===== config.mk =====
export PLATFORM = sky130hd
export DESIGN_NAME = shifter_arbiter
export DESIGN_NICKNAME = d
export VERILOG_FILES = /design/src/rtl/shifter_arbiter.sv
export SDC_FILE = /design/constraint.sdc
export NUM_CORES = 1
export LEC_CHECK = 0
export BUFFER_PORTS_ARGS = -buffer_cell sky130_fd_sc_hd__buf_2
export CORE_MARGIN = 1.5
export CORE_UTILIZATION = 48
export CTS_BUF_LIST = sky130_fd_sc_hd__clkbuf_4
export CTS_CLUSTER_SIZE = 10
export DETAILED_ROUTE_END_ITERATION = 8
export GPL_ROUTABILITY_DRIVEN = 1
export PLACE_DENSITY = 0.83
export SYNTH_ARGS = -nofsm -noshare
export SYNTH_HDL_FRONTEND = slang
export SYNTH_SLANG_ARGS = --single-unit

===== constraint.sdc =====
create_clock -name clk -period 1.7 [get_ports clk]
set_clock_uncertainty 0.05 [all_clocks]
set_input_delay 0.34 -clock clk [delete_from_list [all_inputs] [get_ports clk]]
set_output_delay 0.34 -clock clk [all_outputs]
set_load 0.01 [all_outputs]

===== src/rtl/shifter_arbiter.sv =====
// Round-robin arbiter/sequencer sharing one combinational 16-bit Shifter between two requesters.
// Optional per-requester saturating grant counters are enabled by defining SHIFT_ARB_CNT_EN.
module shifter_arbiter #(
    parameter int DW    = 16,
    parameter int SW    = 4,
    parameter int CNT_W = 16
) (
    input  logic          clk,
    input  logic          rst_n,
    input  logic          req0_valid,
    output logic          req0_ready,
    input  logic [DW-1:0] req0_in,
    input  logic [SW-1:0] req0_val,
    input  logic [1:0]    req0_mode,
    input  logic          req1_valid,
    output logic          req1_ready,
    input  logic [DW-1:0] req1_in,
    input  logic [SW-1:0] req1_val,
    input  logic [1:0]    req1_mode,
    output logic [DW-1:0] sh_in,
    output logic [SW-1:0] sh_val,
    output logic [1:0]    sh_mode,
    input  logic [DW-1:0] sh_out,
    output logic          rsp_valid,
    input  logic          rsp_ready,
    output logic          rsp_id,
    output logic [DW-1:0] rsp_data,
    output logic          rsp_err
`ifdef SHIFT_ARB_CNT_EN
    ,
    output logic [CNT_W-1:0] grant_cnt0,
    output logic [CNT_W-1:0] grant_cnt1
`endif
);

    typedef enum logic [1:0] {
        IDLE = 2'd0,
        EXEC = 2'd1,
        RESP = 2'd2
    } state_t;

    localparam logic [1:0] MODE_ILLEGAL = 2'b11;

    if (DW != 16 || SW != 4 || CNT_W < 1) begin : g_bad_cfg
        $error("shifter_arbiter: only DW=16, SW=4, CNT_W>=1 are supported");
    end

    state_t        state_q, state_d;
    logic          last_grant;
    logic          grant0, grant1, accept;

    logic [DW-1:0] op_in_p0;
    logic [SW-1:0] op_val_p0;
    logic [1:0]    op_mode_p0;
    logic          op_id_p0;

    logic [DW-1:0] rsp_data_p1;
    logic          rsp_id_p1;
    logic          rsp_err_p1;

    // Illegal mode bypasses the Shifter and echoes the operand back.
    function automatic logic [DW-1:0] sel_result(input logic [1:0]    mode,
                                                 input logic [DW-1:0] operand,
                                                 input logic [DW-1:0] shifted);
        return (mode == MODE_ILLEGAL) ? operand : shifted;
    endfunction

    always_comb begin
        state_d = state_q;
        grant0  = 1'b0;
        grant1  = 1'b0;
        case (state_q)
            IDLE: begin
                grant0 = req0_valid & (~req1_valid | last_grant);
                grant1 = req1_valid & (~req0_valid | ~last_grant);
                if (grant0 | grant1) state_d = EXEC;
            end
            EXEC:    state_d = RESP;
            RESP:    if (rsp_ready) state_d = IDLE;
            default: state_d = IDLE;
        endcase
    end

    assign accept     = grant0 | grant1;
    assign req0_ready = grant0;
    assign req1_ready = grant1;

    always_ff @(posedge clk) begin
        if (!rst_n) begin
            state_q    <= IDLE;
            last_grant <= 1'b1;
        end else begin
            state_q <= state_d;
            if (accept) last_grant <= grant1;
        end
    end

    // Stage p0: operand register, drives the Shifter from accept until the next accept.
    always_ff @(posedge clk) begin
        if (!rst_n) begin
            op_in_p0   <= '0;
            op_val_p0  <= '0;
            op_mode_p0 <= '0;
            op_id_p0   <= 1'b0;
        end else if (accept) begin
            op_in_p0   <= grant1 ? req1_in   : req0_in;
            op_val_p0  <= grant1 ? req1_val  : req0_val;
            op_mode_p0 <= grant1 ? req1_mode : req0_mode;
            op_id_p0   <= grant1;
        end
    end

    assign sh_in   = op_in_p0;
    assign sh_val  = op_val_p0;
    assign sh_mode = op_mode_p0;

    // Stage p1: response register, captured at the end of the single EXEC cycle.
    always_ff @(posedge clk) begin
        if (!rst_n) begin
            rsp_data_p1 <= '0;
            rsp_id_p1   <= 1'b0;
            rsp_err_p1  <= 1'b0;
        end else if (state_q == EXEC) begin
            rsp_data_p1 <= sel_result(op_mode_p0, op_in_p0, sh_out);
            rsp_id_p1   <= op_id_p0;
            rsp_err_p1  <= (op_mode_p0 == MODE_ILLEGAL);
        end
    end

    assign rsp_valid = (state_q == RESP);
    assign rsp_data  = rsp_data_p1;
    assign rsp_id    = rsp_id_p1;
    assign rsp_err   = rsp_err_p1;

`ifdef SHIFT_ARB_CNT_EN
    function automatic logic [CNT_W-1:0] sat_inc(input logic [CNT_W-1:0] cnt);
        return (&cnt) ? cnt : cnt + 1'b1;
    endfunction

    always_ff @(posedge clk) begin
        if (!rst_n) begin
            grant_cnt0 <= '0;
            grant_cnt1 <= '0;
        end else begin
            if (grant0) grant_cnt0 <= sat_inc(grant_cnt0);
            if (grant1) grant_cnt1 <= sat_inc(grant_cnt1);
        end
    end
`endif

endmodule


**Word-level counts from Yosys, hierarchy flattened**

Index checks and enable logic that the tools add are counted.

- Register bits after elaboration: 44
- Output and inout bits: 43
- Word-level logic and storage cells: 34
- Input bits: 65

- Bitwise operators: 9
- Eq/ne operators: 5
- Multiplexer cells: 9
- Reduce and logical (&&, ||, !) cells: 2

Operators with widths:

| cell | count |
|---|---|
| $mux W16 | 2 |
| $mux W2 | 3 |
| $pmux W2 S3 | 1 |
| $eq A2 B2 Y1 const B | 2 |
| $mux W4 | 1 |
| $or A1 B1 Y1 | 4 |
| $not A1 Y1 | 3 |
| $and A1 B1 Y1 | 2 |
| $eq A2 B1 Y1 const B | 1 |
| $logic_not A2 Y1 | 1 |
| $mux W1 | 2 |
| $ne A2 B1 Y1 const B | 1 |
| $ne A2 B2 Y1 const B | 1 |
| $reduce_and A2 Y1 | 1 |

**Logic depth before layout (Yosys ltp)**

Gate-level depths: netlist (run 1).

- Depth in word-level cells: 6
- Gate-level depth with buffers: 5
- Mapped depth without buffers: 3

**Least setup slack after synthesis (run 1)**

Ideal clock, no wire load.

- Path kind: in2out
- From: input port req0_valid
- To: output port req1_ready
- Setup slack: 267 ps
- Stages on the path: 3
- Data arrival time: 1043 ps
- Data required time: 1310 ps
- Buffers on the path: 1
- Path through: a211o_1 > buf_2 > nor2_1

- Word-level cells in the longest chain between the ends: 4

RTL lines:

| what | RTL line | RTL |
|---|---|---|
| start: declaration | 10 | `input logic req0_valid,` |
| $not A1 Y1 | 75 | `grant1 = req1_valid & (~req0_valid \| ~last_grant);` |
| $or A1 B1 Y1 | 75 |  |
| $and A1 B1 Y1 | 75 |  |
| $mux W1 | 72 | `case (state_q)` |
| end: declaration | 16 | `output logic req1_ready,` |

Every way passes these cells.

**Final worst setup path (run 1)**

- From: register state_q[0]
- To: output port req1_ready

- Word-level cells in the longest chain between the ends: 2

RTL lines:

| what | RTL line | RTL |
|---|---|---|
| start: declaration | 48 | `state_t state_q, state_d;` |
| start signal: assignment | 93 | `state_q <= state_d;` |
| $logic_not A2 Y1 | 72 |  |
| $mux W1 | 72 |  |

Every way passes these cells.

==> impl_metrics.toml, run 1 <==
[placed_design]
pre_cts_slack_ps = 181
gp_congestion = 0.863
hpwlAfterDp_um = 4410
port_buffers = 107
dp_cells = 396

[synth]
synthMuxAreaShare_pct = 0.453
synthAdderAreaFrac_pct = 0
synth_top_family_by_area = "compound AO/OA/AOI/OAI gates"
synth-xor-area-share_pct = 0
syn_avg_cell_area_um2 = 8.70
synthCells = 254
ys_ff_latch = 44
yosys_warnings = 0
synth.cell_area_mm2 = 0.00221
synth_compound_area_share_pct = 32.5
synth_cell_types = 28
synth_nets = 319
seq_area_frac_synth_pct = 39.8
yosys.area_share.simple_pct = 19.1

[route]
drtPass1Iterations = 4
avgViaCountPerCell = 5.82
drc_errors = 0
routed_wl_um = 6070
num_vias = 2350
wl_per_cell_um = 15.0
drt_iter0_drc = 155
drtAntennaViolNets = 0

[setup_path]
end_kind = "output port"
path_class = "flop to output port"
worstPathArrival_ps = 1290
worstSetupStartpointType = "flop"
required_ps = 1310
crit_slowest_cell = "dfxtp_4"
cpPeakStageDelay_ps = 380
path_max_fanout = 3
path_cells = "a211o_1, nor2_2, buf_2"

[sta]
fin_crit_ps = 1680
clock.fmax_mhz = 596
slew_headroom_pct = 74.9
hold_violations = 0
rsz0062_at_grt = "yes"
tns_ps = 0
setup_viol = 0
period_share_pct = 98.6
layout_setup_ws_ps = 23.2
drv_slew = 0
worst_pin_slew_ps = 377

[die]
core_area_mm2 = 0.00438
start_util_pct = 50.4
io_pins = 108
die_height_um = 70.9
rows = 24
die_width_um = 70.9
die-area_mm2 = 0.00502

[cts]
clk_path_buf_depth = 2
cts_buffers = 5
cts.sinks = 44
path_clk_slew_ps = 120
cts-root-buf = "clkbuf_4"
insertion_delay_ps = 350
htreeDepth = 2
ctsHoldBuffers = 0
cts_tree = "done"

[global_routing]
grt_first_pass_wirelength_um = 9650
antenna_found_initial = 0
grt_max_degree = 42
grt_pass1_vias = 2084
grt.total_usage_pct = 23.7
grt_overflow = 0

[final_layout]
fin_nets = 417
n_antenna_cell = 0
layout_common_cells = "107 x buf_2, 42 x dfxtp_1, 24 x a21oi_1, 22 x nand4_1"
postLayoutCoreUtil_pct = 64.8
multiInputGateArea_mm2 = 0.00116
layout-drive-gt1-share_pct = 44.3
final_common_cell = "buf_2"
area_growth_pct = 28.6
stdcell_count = 404
regArea_um2 = 886
fill_cells = 402

[power_and_ir_drop]
power_leakage_nw = 1.24
power_mw = 2.53
p_per_area_mw_per_mm2 = 888
irDropWorstVdd_v = 0.000464

[flow_run]
cap_violations = 0

[hold_path]
min_path_type = "primary input to flop"

[status]
status = "completed"
## cell families (layout without fill, tap and decap cells)
| family | Yosys count | count (layout) |
|---|---|---|
| DFF | 44 | 44 |
| AOI/OAI and AO/OA | 88 | 88 |
| muxes | 1 | 1 |
| and+or+nand+nor | 85 | 85 |
| buffers and inverters | 36 | 134 |
## per-layer routing
layer	routed length, um	up-vias	track usage, %
met5	0	-	0
met1	2600	1084	31.1
met3	373	13	5.56
met2	2980	93	37.6
met4	108	0	9.64
li1	-	1160	-
## cell usage after synthesis, drive strengths merged
master	instances	area share (%)
o21a	1	0.34
nand3	17	3.8
nand2	18	3.2
inv	5	0.85
a211o	1	0.40
o221ai	1	0.40
o21ai	22	5.0
mux2i	1	0.45
clkbuf	10	1.7
nor2	20	3.5
nor2b	2	0.57
nand2b	2	0.57
dfxtp	44	40
and2	1	0.40
and3	2	0.57
a31oi	1	0.28
or2	1	0.28
nand4	22	6.2
a311oi	38	21
a21oi	24	5.4
buf	21	5.5
## worst paths after layout
kind         cells past startpoint                    start  slack, ps                       to
min                              2                    rst_n        140  last_grant$_SDFFE_PN1P_
min reg2reg                      2     rsp_err$_SDFFE_PN0N_        430     rsp_err$_SDFFE_PN0N_
max reg2reg                      4  state_q[1]$_SDFFE_PN0P_        290    sh_in[1]$_SDFFE_PN0P_
max                              3  state_q[0]$_SDFFE_PN0P_         20               req1_ready
## power by group
part	switching [mW]	leakage (nW)	total [mW]	internal, mW
Clock	0.325	0.0315	0.494	0.169
Sequential	0.0955	0.365	1.24	1.15
Combinational	0.448	0.843	0.788	0.340
## state kept, by name, summed over array words and instances, names as in the netlist
signal      flops
last_grant      1
state_q         2
sh_val          4
rsp_err         1
op_id_p0        1
sh_mode         2
sh_in          16
rsp_data       16
rsp_id          1
## repair_timing
| item | 4_1_cts | 5_1_grt |
|---|---|---|
| gates resized for setup | 3 | 1 |
| setup buffers | 0 | 1 |
| gates cloned | 0 | 0 |
| setup endpoints to repair | 1 | 2 |
## layout make-up
class,count,share of cell area (%)
sequential,44,31.2
tap,52,2.29
clock inverter,1,0.176
multi-input combinational,174,40.9
timing repair buffer,122,23.2
inverter,5,0.660
clock buffer,6,1.58
## per-stage QoR
| stage | hold WS, ps | cell area, um2 |
|---|---|---|
| floorplan | 369 | 2210 |
| CTS | 141 | 2830 |
| detailed placement | 415 | 2780 |
| finish | 145 | 2840 |
| global route | 140 | 2840 |
| global placement | 416 | 2780 |
## worst max-delay path, delay by kind of cell (launching register included)
| kind | cells | cell delay [ps] |
|---|---|---|
| DFF | 1 | 380 |
| AOI/OAI and AO/OA | 1 | 290 |
| buffers and inverters | 1 | 150 |
| and+or+nand+nor | 1 | 120 |
No activity file was read; power rests on OpenSTA's default activity.
==> run 2: changes to the inputs <==
--- a/config.mk
+++ b/config.mk
@@ -5,7 +5,7 @@
 export SDC_FILE = /design/constraint.sdc
 export NUM_CORES = 1
 export LEC_CHECK = 0
-export BUFFER_PORTS_ARGS = -buffer_cell sky130_fd_sc_hd__buf_2
+export BUFFER_PORTS_ARGS = -buffer_cell sky130_fd_sc_hd__buf_4
 export CORE_MARGIN = 1.5
 export CORE_UTILIZATION = 48
 export CTS_BUF_LIST = sky130_fd_sc_hd__clkbuf_4
@@ -13,6 +13,7 @@
 export DETAILED_ROUTE_END_ITERATION = 8
 export GPL_ROUTABILITY_DRIVEN = 1
 export PLACE_DENSITY = 0.83
+export SLEW_MARGIN = 20
 export SYNTH_ARGS = -nofsm -noshare
 export SYNTH_HDL_FRONTEND = slang
 export SYNTH_SLANG_ARGS = --single-unit
==> impl_metrics.toml, run 2 (synthesis results as in run 1) <==
[setup_path]
crit_end = "req1_ready"
reg2reg_from = "state_q[0]$_SDFFE_PN0P_"
rrSetupSlack_ps = 220
worstSetupStartpointType = "flop"
end_kind = "output port"
crit_path_start = "state_q[0]$_SDFFE_PN0P_"
path_class = "flop to output port"
ff2ff_path_depth = 5
path_max_fanout = 4
required_ps = 1310
reg2reg_to = "sh_in[7]$_SDFFE_PN0P_"
worstPathArrival_ps = 1270

[cts]
ctsHoldBuffers = 0
cts_buffers = 5
path_clk_slew_ps = 120
insertion_delay_ps = 350
cts.sinks = 44
htreeDepth = 2
cts_tree = "done"
clk_path_buf_depth = 2
cts-root-buf = "clkbuf_4"

[final_layout]
n_antenna_cell = 0
area_growth_pct = 41.4
fill_cells = 367
postLayoutCoreUtil_pct = 71.3
fin_nets = 416
layout_common_cells = "118 x buf_4, 42 x dfxtp_1, 24 x a21oi_1, 22 x nand4_1"
final_common_cell = "buf_4"
layout-drive-gt1-share_pct = 44.2

[placed_design]
hpwlAfterDp_um = 4650
gp_congestion = 0.829
port_buffers = 107

[hold_path]
min_path_type = "primary input to flop"

[global_routing]
grt_max_degree = 42
grt_first_pass_wirelength_um = 10400
grt.total_usage_pct = 25.2
antenna_found_initial = 0
grt_pass1_vias = 2248
grt_overflow = 0

[route]
drtAntennaViolNets = 0
drtPass1Iterations = 4
drt_iter0_drc = 119
num_vias = 2359
wl_per_cell_um = 15.7
avgViaCountPerCell = 5.85
drc_errors = 0
routed_wl_um = 6320

[power_and_ir_drop]
irDropWorstVdd_v = 0.000456
p_per_area_mw_per_mm2 = 851
power_leakage_nw = 1.31
power_mw = 2.66

[sta]
period_share_pct = 97.9
drv_slew = 0
rsz0062_at_grt = "yes"
worst_pin_slew_ps = 389
hold_violations = 0
setup_viol = 0
clock.fmax_mhz = 601
slew_headroom_pct = 74.0
fin_crit_ps = 1660

[die]
die-area_mm2 = 0.00502
core_area_mm2 = 0.00438
io_pins = 108
die_height_um = 70.9
rows = 24
die_width_um = 70.9
start_util_pct = 50.4

[flow_run]
cap_violations = 0

[status]
status = "completed"
-- run 2: changes by cell type in the layout (fill, tap and decap cells not counted) --
cell	delta
buf_12	+2
dfxtp_2	+1
dfxtp_4	-1
buf_4	+104
buf_2	-107
-- run 2: worst max-delay path: stages (launching register included) --
cell and delay [ps]:
dfxtp_2 370, a211o_1 310, nor2_2 110, buf_4 130
-- run 2: repair_timing --
item / 4_1_cts / 5_1_grt
setup buffers: 1 / 0
endpoints found under the setup margin: 2 / 1
gates resized for setup: 3 / 0
endpoints found under the hold margin: 0 / 0
pin swaps: 1 / 0
-- run 2: metal layers --
layer	global-route usage, %	share of wire (%)	up-vias
met1	32.4	42	1089
met3	3.70	5.4	16
li1	-	-	1166
met5	0	0	-
met2	43.3	51	88
met4	9.01	2.1	0
-- run 2: report_power, final --
group / switching [mW] / internal, mW
Sequential: 0.106 / 1.15
Combinational: 0.453 / 0.451
Clock: 0.331 / 0.169
Total: 0.890 / 1.77
-- run 2: worst min-delay path by stage --
| stage | startpoint | to | slack, ps | cells after the start |
|---|---|---|---|---|
| global route | rst_n | last_grant$_SDFFE_PN1P_ | 160 | 2 |
| detailed placement | rsp_err$_SDFFE_PN0N_ | rsp_err$_SDFFE_PN0N_ | 420 | 2 |
| global placement | rsp_err$_SDFFE_PN0N_ | rsp_err$_SDFFE_PN0N_ | 420 | 2 |
| CTS | rst_n | last_grant$_SDFFE_PN1P_ | 160 | 2 |
| finish | rst_n | last_grant$_SDFFE_PN1P_ | 160 | 2 |
| floorplan | rst_n | last_grant$_SDFFE_PN1P_ | 370 | 1 |
-- run 2: cell type report --
type | instances | area, um2 | area share, %
clock inverter | 1 | 5.00 | 0.160
clock buffer | 6 | 45.0 | 1.44
timing repair buffer | 121 | 946 | 30.3
tap | 52 | 65.1 | 2.08
multi-input combinational | 174 | 1160 | 37.2
sequential | 44 | 883 | 28.3
inverter | 5 | 18.8 | 0.600
-- run 2: stage by stage --
| stage | setup TNS (ps) | std cells | instance area [um2] | hold WS (ps) | worst slack, ps |
|---|---|---|---|---|---|
| floorplan | 0 | 254 | 2210 | 369 | 267 |
| global placement | 0 | 395 | 3060 | 417 | 220 |
| detailed placement | 0 | 395 | 3060 | 418 | 182 |
| CTS | 0 | 403 | 3130 | 159 | 24.3 |
| global route | -26.8 | 403 | 3130 | 163 | -26.8 |
| finish | 0 | 403 | 3130 | 162 | 35.6 |
